===== src/rtl/alu_arb_pkg.sv =====
// Types and constants for the two-requester alu arbiter.
package alu_arb_pkg;

  localparam int ARB_NREQ = 2;

  typedef enum logic [1:0] {
    ARB_IDLE,
    ARB_EXEC,
    ARB_RESP
  } alu_arb_state_t;

  typedef struct packed {
    logic overflow;
    logic zero;
    logic equal;
  } alu_flags_t;

  function automatic logic [ARB_NREQ-1:0] arb_onehot(input logic idx);
    arb_onehot      = '0;
    arb_onehot[idx] = 1'b1;
  endfunction

endpackage


===== src/rtl/alu_types.sv =====
// Operation encodings shared by the alu and everything that drives it.
package alu_types;

  typedef enum logic [3:0] {
    ALU_ADD  = 4'd0,
    ALU_SUB  = 4'd1,
    ALU_AND  = 4'd2,
    ALU_OR   = 4'd3,
    ALU_XOR  = 4'd4,
    ALU_NOR  = 4'd5,
    ALU_SLT  = 4'd6,
    ALU_SLTU = 4'd7,
    ALU_SLL  = 4'd8,
    ALU_SRL  = 4'd9,
    ALU_SRA  = 4'd10
  } alu_control_t;

endpackage


===== src/rtl/alu.sv =====
// Combinational N-bit alu with signed overflow, zero and operand-equality flags.
module alu
  import alu_types::*;
#(
  parameter int N = 32
) (
  input  logic [N-1:0]  a_i,
  input  logic [N-1:0]  b_i,
  input  alu_control_t  control_i,
  output logic [N-1:0]  result_o,
  output logic          overflow_o,
  output logic          zero_o,
  output logic          equal_o
);

  localparam int SW = $clog2(N);

  logic          sub_sel;
  logic [N-1:0]  b_eff;
  logic [N-1:0]  sum;
  logic [SW-1:0] shamt;

  // Add and subtract share one adder; subtract is a + ~b + 1.
  assign sub_sel = (control_i == ALU_SUB);
  assign b_eff   = sub_sel ? ~b_i : b_i;
  assign sum     = a_i + b_eff + N'(sub_sel);
  assign shamt   = b_i[SW-1:0];

  always_comb begin
    result_o   = '0;
    overflow_o = 1'b0;
    case (control_i)
      ALU_ADD, ALU_SUB: begin
        result_o   = sum;
        overflow_o = (a_i[N-1] == b_eff[N-1]) && (sum[N-1] != a_i[N-1]);
      end
      ALU_AND:  result_o = a_i & b_i;
      ALU_OR:   result_o = a_i | b_i;
      ALU_XOR:  result_o = a_i ^ b_i;
      ALU_NOR:  result_o = ~(a_i | b_i);
      ALU_SLT:  result_o = N'($signed(a_i) < $signed(b_i));
      ALU_SLTU: result_o = N'(a_i < b_i);
      ALU_SLL:  result_o = a_i << shamt;
      ALU_SRL:  result_o = a_i >> shamt;
      ALU_SRA:  result_o = $signed(a_i) >>> shamt;
      default:  result_o = '0;
    endcase
  end

  assign zero_o  = (result_o == '0);
  assign equal_o = (a_i == b_i);

endmodule


===== src/rtl/alu_arb_pick.sv =====
// Grant selection between the two alu requesters.
// ALU_ARB_FIXED_PRIO_EN: requester 0 always wins a tie; otherwise round-robin on last_grant.
module alu_arb_pick
  import alu_arb_pkg::*;
(
  input  logic [ARB_NREQ-1:0] req_valid_i,
  input  logic                last_grant_i,
  output logic                grant_o,
  output logic                any_valid_o
);

  assign any_valid_o = |req_valid_i;

`ifdef ALU_ARB_FIXED_PRIO_EN
  logic unused_last_grant;
  assign unused_last_grant = last_grant_i;
  assign grant_o           = ~req_valid_i[0];
`else
  // A tie goes to whoever was not served last; a lone requester simply wins.
  assign grant_o = (&req_valid_i) ? ~last_grant_i : ~req_valid_i[0];
`endif

endmodule


===== src/rtl/alu_arbiter.sv =====
// Shares one alu between two valid/ready requesters, one operation in flight at a time.
// Define ALU_ARB_FIXED_PRIO_EN for fixed priority to requester 0 instead of round-robin.
module alu_arbiter
  import alu_types::*;
  import alu_arb_pkg::*;
#(
  parameter int N = 32
) (
  input  logic                         clk,
  input  logic                         rst,
  input  logic [ARB_NREQ-1:0]          req_valid,
  output logic [ARB_NREQ-1:0]          req_ready,
  input  logic [ARB_NREQ-1:0][N-1:0]   req_a,
  input  logic [ARB_NREQ-1:0][N-1:0]   req_b,
  input  alu_control_t [ARB_NREQ-1:0]  req_control,
  output logic [ARB_NREQ-1:0]          rsp_valid,
  input  logic [ARB_NREQ-1:0]          rsp_ready,
  output logic [N-1:0]                 rsp_result,
  output alu_flags_t                   rsp_flags
);

  alu_arb_state_t      state_q;
  logic                last_grant_q;
  logic                grant_q;
  logic [N-1:0]        op_a_q;
  logic [N-1:0]        op_b_q;
  alu_control_t        op_control_q;
  logic [ARB_NREQ-1:0] rsp_valid_q;
  logic [N-1:0]        rsp_result_q;
  alu_flags_t          rsp_flags_q;

  logic                pick_grant;
  logic                pick_any;
  logic                accept_d;
  logic [N-1:0]        alu_result;
  logic                alu_overflow;
  logic                alu_zero;
  logic                alu_equal;

  alu_arb_pick u_pick (
    .req_valid_i  (req_valid),
    .last_grant_i (last_grant_q),
    .grant_o      (pick_grant),
    .any_valid_o  (pick_any)
  );

  // Acceptance only from IDLE and never while reset is held.
  assign accept_d = rst && (state_q == ARB_IDLE) && pick_any;

  generate
    for (genvar gi = 0; gi < ARB_NREQ; gi++) begin : g_ready
      assign req_ready[gi] = accept_d && (pick_grant == 1'(gi));
    end
  endgenerate

  alu #(.N(N)) u_alu (
    .a_i        (op_a_q),
    .b_i        (op_b_q),
    .control_i  (op_control_q),
    .result_o   (alu_result),
    .overflow_o (alu_overflow),
    .zero_o     (alu_zero),
    .equal_o    (alu_equal)
  );

  always_ff @(posedge clk) begin
    if (!rst) begin
      state_q      <= ARB_IDLE;
      last_grant_q <= 1'b1;
      grant_q      <= 1'b0;
      op_a_q       <= '0;
      op_b_q       <= '0;
      op_control_q <= ALU_ADD;
      rsp_valid_q  <= '0;
      rsp_result_q <= '0;
      rsp_flags_q  <= '0;
    end else begin
      case (state_q)
        ARB_IDLE: begin
          if (accept_d) begin
            op_a_q       <= req_a[pick_grant];
            op_b_q       <= req_b[pick_grant];
            op_control_q <= req_control[pick_grant];
            grant_q      <= pick_grant;
            state_q      <= ARB_EXEC;
          end
        end
        ARB_EXEC: begin
          rsp_result_q <= alu_result;
          rsp_flags_q  <= '{overflow: alu_overflow, zero: alu_zero, equal: alu_equal};
          rsp_valid_q  <= arb_onehot(grant_q);
          state_q      <= ARB_RESP;
        end
        ARB_RESP: begin
          // Only the granted channel's ready retires the response.
          if (rsp_ready[grant_q]) begin
            rsp_valid_q  <= '0;
            last_grant_q <= grant_q;
            state_q      <= ARB_IDLE;
          end
        end
        default: state_q <= ARB_IDLE;
      endcase
    end
  end

  assign rsp_valid  = rsp_valid_q;
  assign rsp_result = rsp_result_q;
  assign rsp_flags  = rsp_flags_q;

  a_req_ready_onehot: assert property (@(posedge clk) disable iff (!rst) $onehot0(req_ready));
  a_rsp_valid_onehot: assert property (@(posedge clk) disable iff (!rst) $onehot0(rsp_valid_q));
  a_rsp_hold: assert property (@(posedge clk) disable iff (!rst)
    (state_q == ARB_RESP && !rsp_ready[grant_q]) |=> ($stable(rsp_result_q) && $stable(rsp_valid_q)));

endmodule

===== config.mk =====
export PLATFORM = sky130hd
export DESIGN_NAME = alu_arbiter
export DESIGN_NICKNAME = d
export VERILOG_FILES = /design/src/rtl/alu_arb_pkg.sv /design/src/rtl/alu_types.sv /design/src/rtl/alu.sv /design/src/rtl/alu_arb_pick.sv /design/src/rtl/alu_arbiter.sv
export SDC_FILE = /design/constraint.sdc
export NUM_CORES = 1
export LEC_CHECK = 0
export CAP_MARGIN = 0
export CORE_MARGIN = 2
export CORE_UTILIZATION = 31
export CTS_CLUSTER_DIAMETER = 150
export DETAILED_ROUTE_END_ITERATION = 10
export PLACE_DENSITY = 0.47
export SLEW_MARGIN = 5
export SYNTH_ARGS = -nofsm -noshare
export SYNTH_HDL_FRONTEND = slang
export SYNTH_SLANG_ARGS = --single-unit

===== constraint.sdc =====
create_clock -name clk -period 5.2 [get_ports clk]
set_input_delay 1.04 -clock clk [delete_from_list [all_inputs] [get_ports clk]]
set_output_delay 1.04 -clock clk [all_outputs]
set_load 0.03 [all_outputs]

Yosys cells after proc, flatten, opt, wreduce, memory -nomap -nowiden

Cells that the tools add are included.

Output and inout bits: 39
Register bits: 109
Latch bits: 0
Input port bits: 142
Memories kept: 0
RAM bits: 0
Bits in read-only memories: 0

Reductions and logical operators: 17
Multiply operators: 0
Bitwise operators: 8
$add $sub $neg: 2
Shifts and indexed selects: 3
Equality and inequality tests: 17
Muxes and demuxes: 18
Magnitude comparators: 5
Divide/modulo/power cells: 0

Operators with widths:

| cell               | count |
|---|---|
| $pmux 32 s10       | 1 |
| $mux 32            | 5 |
| $lt 32x32->1       | 2 |
| $not 32->32        | 2 |
| $add 32x1->32      | 1 |
| $add 32x32->32     | 1 |
| $and 32x32->32     | 1 |
| $eq 32x32->1       | 1 |
| $logic_not 32->1   | 1 |
| $or 32x32->32      | 1 |
| $shl 32x5->32      | 1 |
| $shr 32x5->32      | 1 |
| $sshr 32x5->32     | 1 |
| $xor 32x32->32     | 1 |
| $eq 4x3->1 const B | 4 |
| $eq 4x4->1 const B | 3 |
| $reduce_and 2->1   | 5 |
| $eq 4x2->1 const B | 2 |
| $mux 4             | 2 |
| $logic_and 1x1->1  | 6 |
| $pmux 2 s3         | 1 |
| $mux 1             | 5 |
| $eq 4x1->1 const B | 1 |
| $logic_not 4->1    | 1 |
| other kinds (14)   | 20 |

Longest topological paths before layout

Depth after elaboration: 7
Gate-level depth with buffers: 19

Modules after synthesis

A second synthesis with hierarchy kept.

Cell total of the unflattened synthesis: 1788
Area, all modules: 14403.8 µm²

Modules (own cells, without submodules):

| module       | area an instance (µm²) | instances | cells each |
|---|---|---|---|
| alu          | 9626.7                 | 1         | 1301 |
| alu_arbiter  | 4762.1                 | 1         | 484 |
| alu_arb_pick | 15.0                   | 1         | 3 |

Worst setup path before layout

OpenSTA, ideal clock, no wires.

Path type: register to register
Start: reg op_b_q[0]
End: reg rsp_flags_q (netlist bit rsp_flags[1])
Cell stages (with the launch flop): 20
Slack: 0.690 ns
Buffers on the path: 5
Data arrival time: 4.451 ns
Clock period less this slack: 4.510 ns
Setup time: 0.059 ns
Path through: dfxtp_1 buf_2 buf_4 inv_2 buf_2 buf_2 buf_2 mux2i_1 fa_1 nor2b_1 o31ai_1 a211oi_1 o21ai_0 and4_1 or3_1 or4_1 a2111oi_0 nand4_1 and4b_1 a41o_1

Word-level cells in the longest chain between the ends: 6

RTL lines:

| what                     | RTL line          | RTL |
|---|---|---|
| start: declaration       | alu_arbiter.sv:26 | `logic [N-1:0] op_b_q;` |
| start signal: assignment | alu_arbiter.sv:82 | `op_b_q <= req_b[pick_grant];` |
| $not 32->32              | alu.sv:25         | `assign b_eff = sub_sel ? ~b_i : b_i;` |
| $mux 32                  | alu.sv:25         |  |
| $add 32x32->32           | alu.sv:26         | `assign sum = a_i + b_eff + N'(sub_sel);` |
| $add 32x1->32            | alu.sv:26         |  |
| $pmux 32 s10 (*)         | alu.sv:32         | `case (control_i)` |
| $logic_not 32->1 (*)     | alu.sv:50         | `assign zero_o = (result_o == '0);` |
| end signal: assignment   | alu_arbiter.sv:90 | `rsp_flags_q <= '{overflow: alu_overflow, zero: alu_zero, equal: alu_equal};` |
| end: declaration         | alu_arbiter.sv:30 | `alu_flags_t rsp_flags_q;` |

Every way passes the cells marked *; elsewhere a longest branch is shown, timed or not.
A chain may end at the register's enable or synchronous reset.

Final worst setup path

Start: reg op_control_q[1]
End: reg rsp_flags_q (netlist bit rsp_flags[1])

Word-level cells in the longest chain between the ends: 6

RTL lines:

| what                     | RTL line             | RTL |
|---|---|---|
| start: declaration       | alu_arbiter.sv:27    | `alu_control_t op_control_q;` |
| start signal: assignment | alu_arbiter.sv:83    | `op_control_q <= req_control[pick_grant];` |
| $eq 4x1->1               | alu.sv:24, alu.sv:32 |  |
| $mux 32                  | alu.sv:25            |  |
| $add 32x32->32           | alu.sv:26            |  |
| $add 32x1->32            | alu.sv:26            |  |
| $pmux 32 s10 (*)         | alu.sv:32            |  |
| $logic_not 32->1 (*)     | alu.sv:50            |  |

Marked as above.

==> results by group <==
Detailed routing
  – # DRC: 0
  – Iteration-0 DRC Markers: 1458
  – Drt pass-1 iters: 5
  – Vias per inst: 5.86
  – Final ANT Viol Nets: 0
  – Routed wire length: 63400 um
  – Routed WL per cell: 26.2 um
  – Vias: 14200

Global route
  – GR Layer Usage met2: 0.398
  – First-pass GRT wire length: 93300 um
  – Busiest metal layer after global routing: met2
  – Initial antenna violation count: 5
  – GRT met3 Usage: 0.0851
  – Vias in the first global route: 13500
  – Total grt overflow: 0
  – Largest net degree at the start of global routing: 138
  – GRT Util Overall: 0.271
  – GR Layer Usage met1: 0.385

Layout
  – Fraction of layout cells with a size suffix above 1: 0.109
  – Fin nets: 2100
  – Layout area overhead: 21.0%
  – Diodes inserted: 0

Job
  – Max cap viols: 0

STA
  – Hold WS: 0.452 ns
  – Fin worst setup slack: 0.451 ns
  – Setup TNS Final: 0 ns
  – Fin. max-slew vios: 0
  – Worst Skew: 0.00835 ns
  – Slew @ Worst Pin: 1.13 ns
  – Fmax: 211 MHz
  – Unrepaired setup endpoints after global routing: no
  – Setup violations, final: 0
  – Slew margin rel.: 0.242
  – Tmin final: 4.75 ns
  – Period utilization: 0.913
  – Fin. Hold Viols: 0

Floorplan
  – Core Region: 44000 sq um
  – Initial Utilization: 0.313
  – Die Wd: 215 um
  – Die area: 46200 sq um
  – Ports: 181
  – Die H: 215 um
  – Num rows: 77

Power and ir drop
  – Cell Pwr Density: 258 nW/um^2
  – Worst vdd ir: 132 uV
  – Lkg Pwr: 6.49 nW

Worst setup path
  – Element type at the critical path start: register
  – CP required: 5.54 ns
  – CP Data Arrival Time: 5.09 ns
  – Crit path max fanout: 8
  – Cell breakdown of the critical path: nor4b_4, buf_4, xnor2_1, ha_1, nand2_1, or2_0, a211oi_1, o21ai_0, and4_1, or3_1, or4_1, a2111oi_0, nand4_1, and4b_1, a41o_1
  – Worst setup EP type: register
  – Slowest CP cell: nor4b_4
  – Kind of critical path: reg2reg
  – Max stage delay on crit path: 0.55 ns

Clocking
  – CTS Sinks: 109
  – Clk Latency, worst-skew pair: 0.40 ns
  – CTS Buf Count: 9
  – # hold bufs at CTS: 0
  – CTS tree: built
  – Root buf cell: clkbuf_16
  – H-tree depth: 3
  – Worst-case clock buffer depth: 2
  – Postcts setup bufs: 0
  – # resized after CTS: 0
  – CTS clk-pin slew, worst paths: 0.07 ns

Min path
  – HP Class: reg2reg

Outcome
  – Status: finished clean

Synth
  – Synth Net Count: 1997
  – Yosys warns: 0
  – Synthesized area: 13800 sq um
  – Yosys cell types: 85
  – EDFF count, synth: 0
  – Post-synth top flop: dfxtp_1
  – Mean Syn Cell Area: 8.01 sq um
  – Cell count after synthesis: 1722
  – #FFs+latches synth: 109
  – Sequential-to-total area share from yosys stat: 0.158
  – Async SR Flop Fraction: 0

Place
  – Port Buffers: 180
  – Dpl hpwl: 48600 um
  – Post-Place Setup Slack: 0.454 ns
  – Final Wtd Congestion: 0.956
where the power goes:
part           switching (mW)  total [mW]  internal, mW
Sequential             0.0888        1.01         0.923
Combinational            1.54        2.49         0.945
Clock                   0.364       0.804         0.440
Total                    2.00        4.31          2.31
final timing paths:
path | from | end | slack [ns] | depth (start not counted)
worst min-delay path | rsp_result[27] | rsp_result[27] | 0.45 | 2
worst max register to register | op_control_q[1] | rsp_flags[1] | 0.45 | 15
worst max-delay path | op_control_q[1] | rsp_flags[1] | 0.45 | 15
worst min register to register | rsp_result[27] | rsp_result[27] | 0.45 | 2
through the flow:
step / utilization / instances / instance area (sq um) / total power, mW
3_3_place_gp: 0.371 / 2406 / 16300 / 3.46
6_report: 0.379 / 2422 / 16700 / 4.31
4_1_cts: 0.379 / 2422 / 16700 / 4.28
5_1_grt: 0.379 / 2422 / 16700 / 4.55
3_5_place_dp: 0.371 / 2406 / 16300 / 3.46
2_1_floorplan: - / 1722 / 13800 / 2.55
critical path, delay by kind of cell, from the launching register on:
family	cells	cell delay [ns]
buffers and inverters	1	0.30
xor gates and xnor gates	1	0.08
adders and majority gates	1	0.42
and+or+nand+nor	8	2.47
DFF	1	0.34
AOI/OAI and AO/OA	4	1.08
sequential cells by signal, summed over array words and instances (netlist names):
signal and count:
rsp_flags 3, grant_q 1, op_control_q 4, op_b_q 32, op_a_q 32, rsp_valid 2
rsp_result 32, state_q 2, last_grant_q 1
cells in the final DEF (no fill, tap or decap), types with 19 or more instances in the layout:
cell type and n:
mux2_2 19, ha_1 132, dfxtp_1 105, nor3_1 38
mux4_2 58, buf_4 70, nand3_1 41, inv_1 77
mux2i_1 119, nor2_1 195, o211ai_1 21, o21ai_0 70
a21oi_1 97, a211oi_1 112, clkdlybuf4s50_1 178, a221oi_1 30
nand2_1 107, xnor2_1 41
per-layer routing:
layer / wire [um] / up-vias
met4: 1270 / 6
met1: 28900 / 6819
met2: 26500 / 640
li1: - / 6652
met5: 46 / -
met3: 6580 / 70
cells by family (layout without fill, tap and decap cells):
logic type	Yosys count	after routing	synth area share
buffers and inverters	243	351	0.0712
muxes	199	199	0.202
DFF	109	109	0.158
xor gates and xnor gates	49	49	0.0311
and+or+nand+nor	508	508	0.174
AOI/OAI and AO/OA	481	481	0.242
adders and majority gates	133	133	0.121
cell usage after synthesis, drive strengths merged, types with 13 or more instances:
| library cell | number | area, sq um |
|---|---|---|
| clkbuf | 111 | 417 |
| o21ai | 73 | 365 |
| nand3 | 41 | 205 |
| nor3 | 40 | 205 |
| a21o | 16 | 120 |
| o211ai | 21 | 158 |
| nor4 | 19 | 119 |
| dfxtp | 109 | 2180 |
| mux2i | 119 | 1190 |
| a31oi | 18 | 113 |
| mux4 | 61 | 1390 |
| mux2 | 19 | 214 |
| a21oi | 97 | 485 |
| a221oi | 31 | 278 |
| a211oi | 113 | 853 |
| nand4 | 15 | 93.8 |
| nand2 | 107 | 402 |
| ha | 132 | 1650 |
| nor2 | 195 | 732 |
| inv | 79 | 297 |
| nand2b | 13 | 81.3 |
| buf | 51 | 262 |
| nor2b | 16 | 100 |
| xnor2 | 41 | 359 |
final cells by class:
type / count / area (sq um)
multi-input combinational: 1370 / 10700
sequential: 109 / 2190
clock buffer: 10 / 239
clock inverter: 6 / 93.8
tap: 592 / 741
inverter: 81 / 305
fill: 4642 / 27300
timing repair buffer: 254 / 2430
Power figures use the tool's default switching activity.
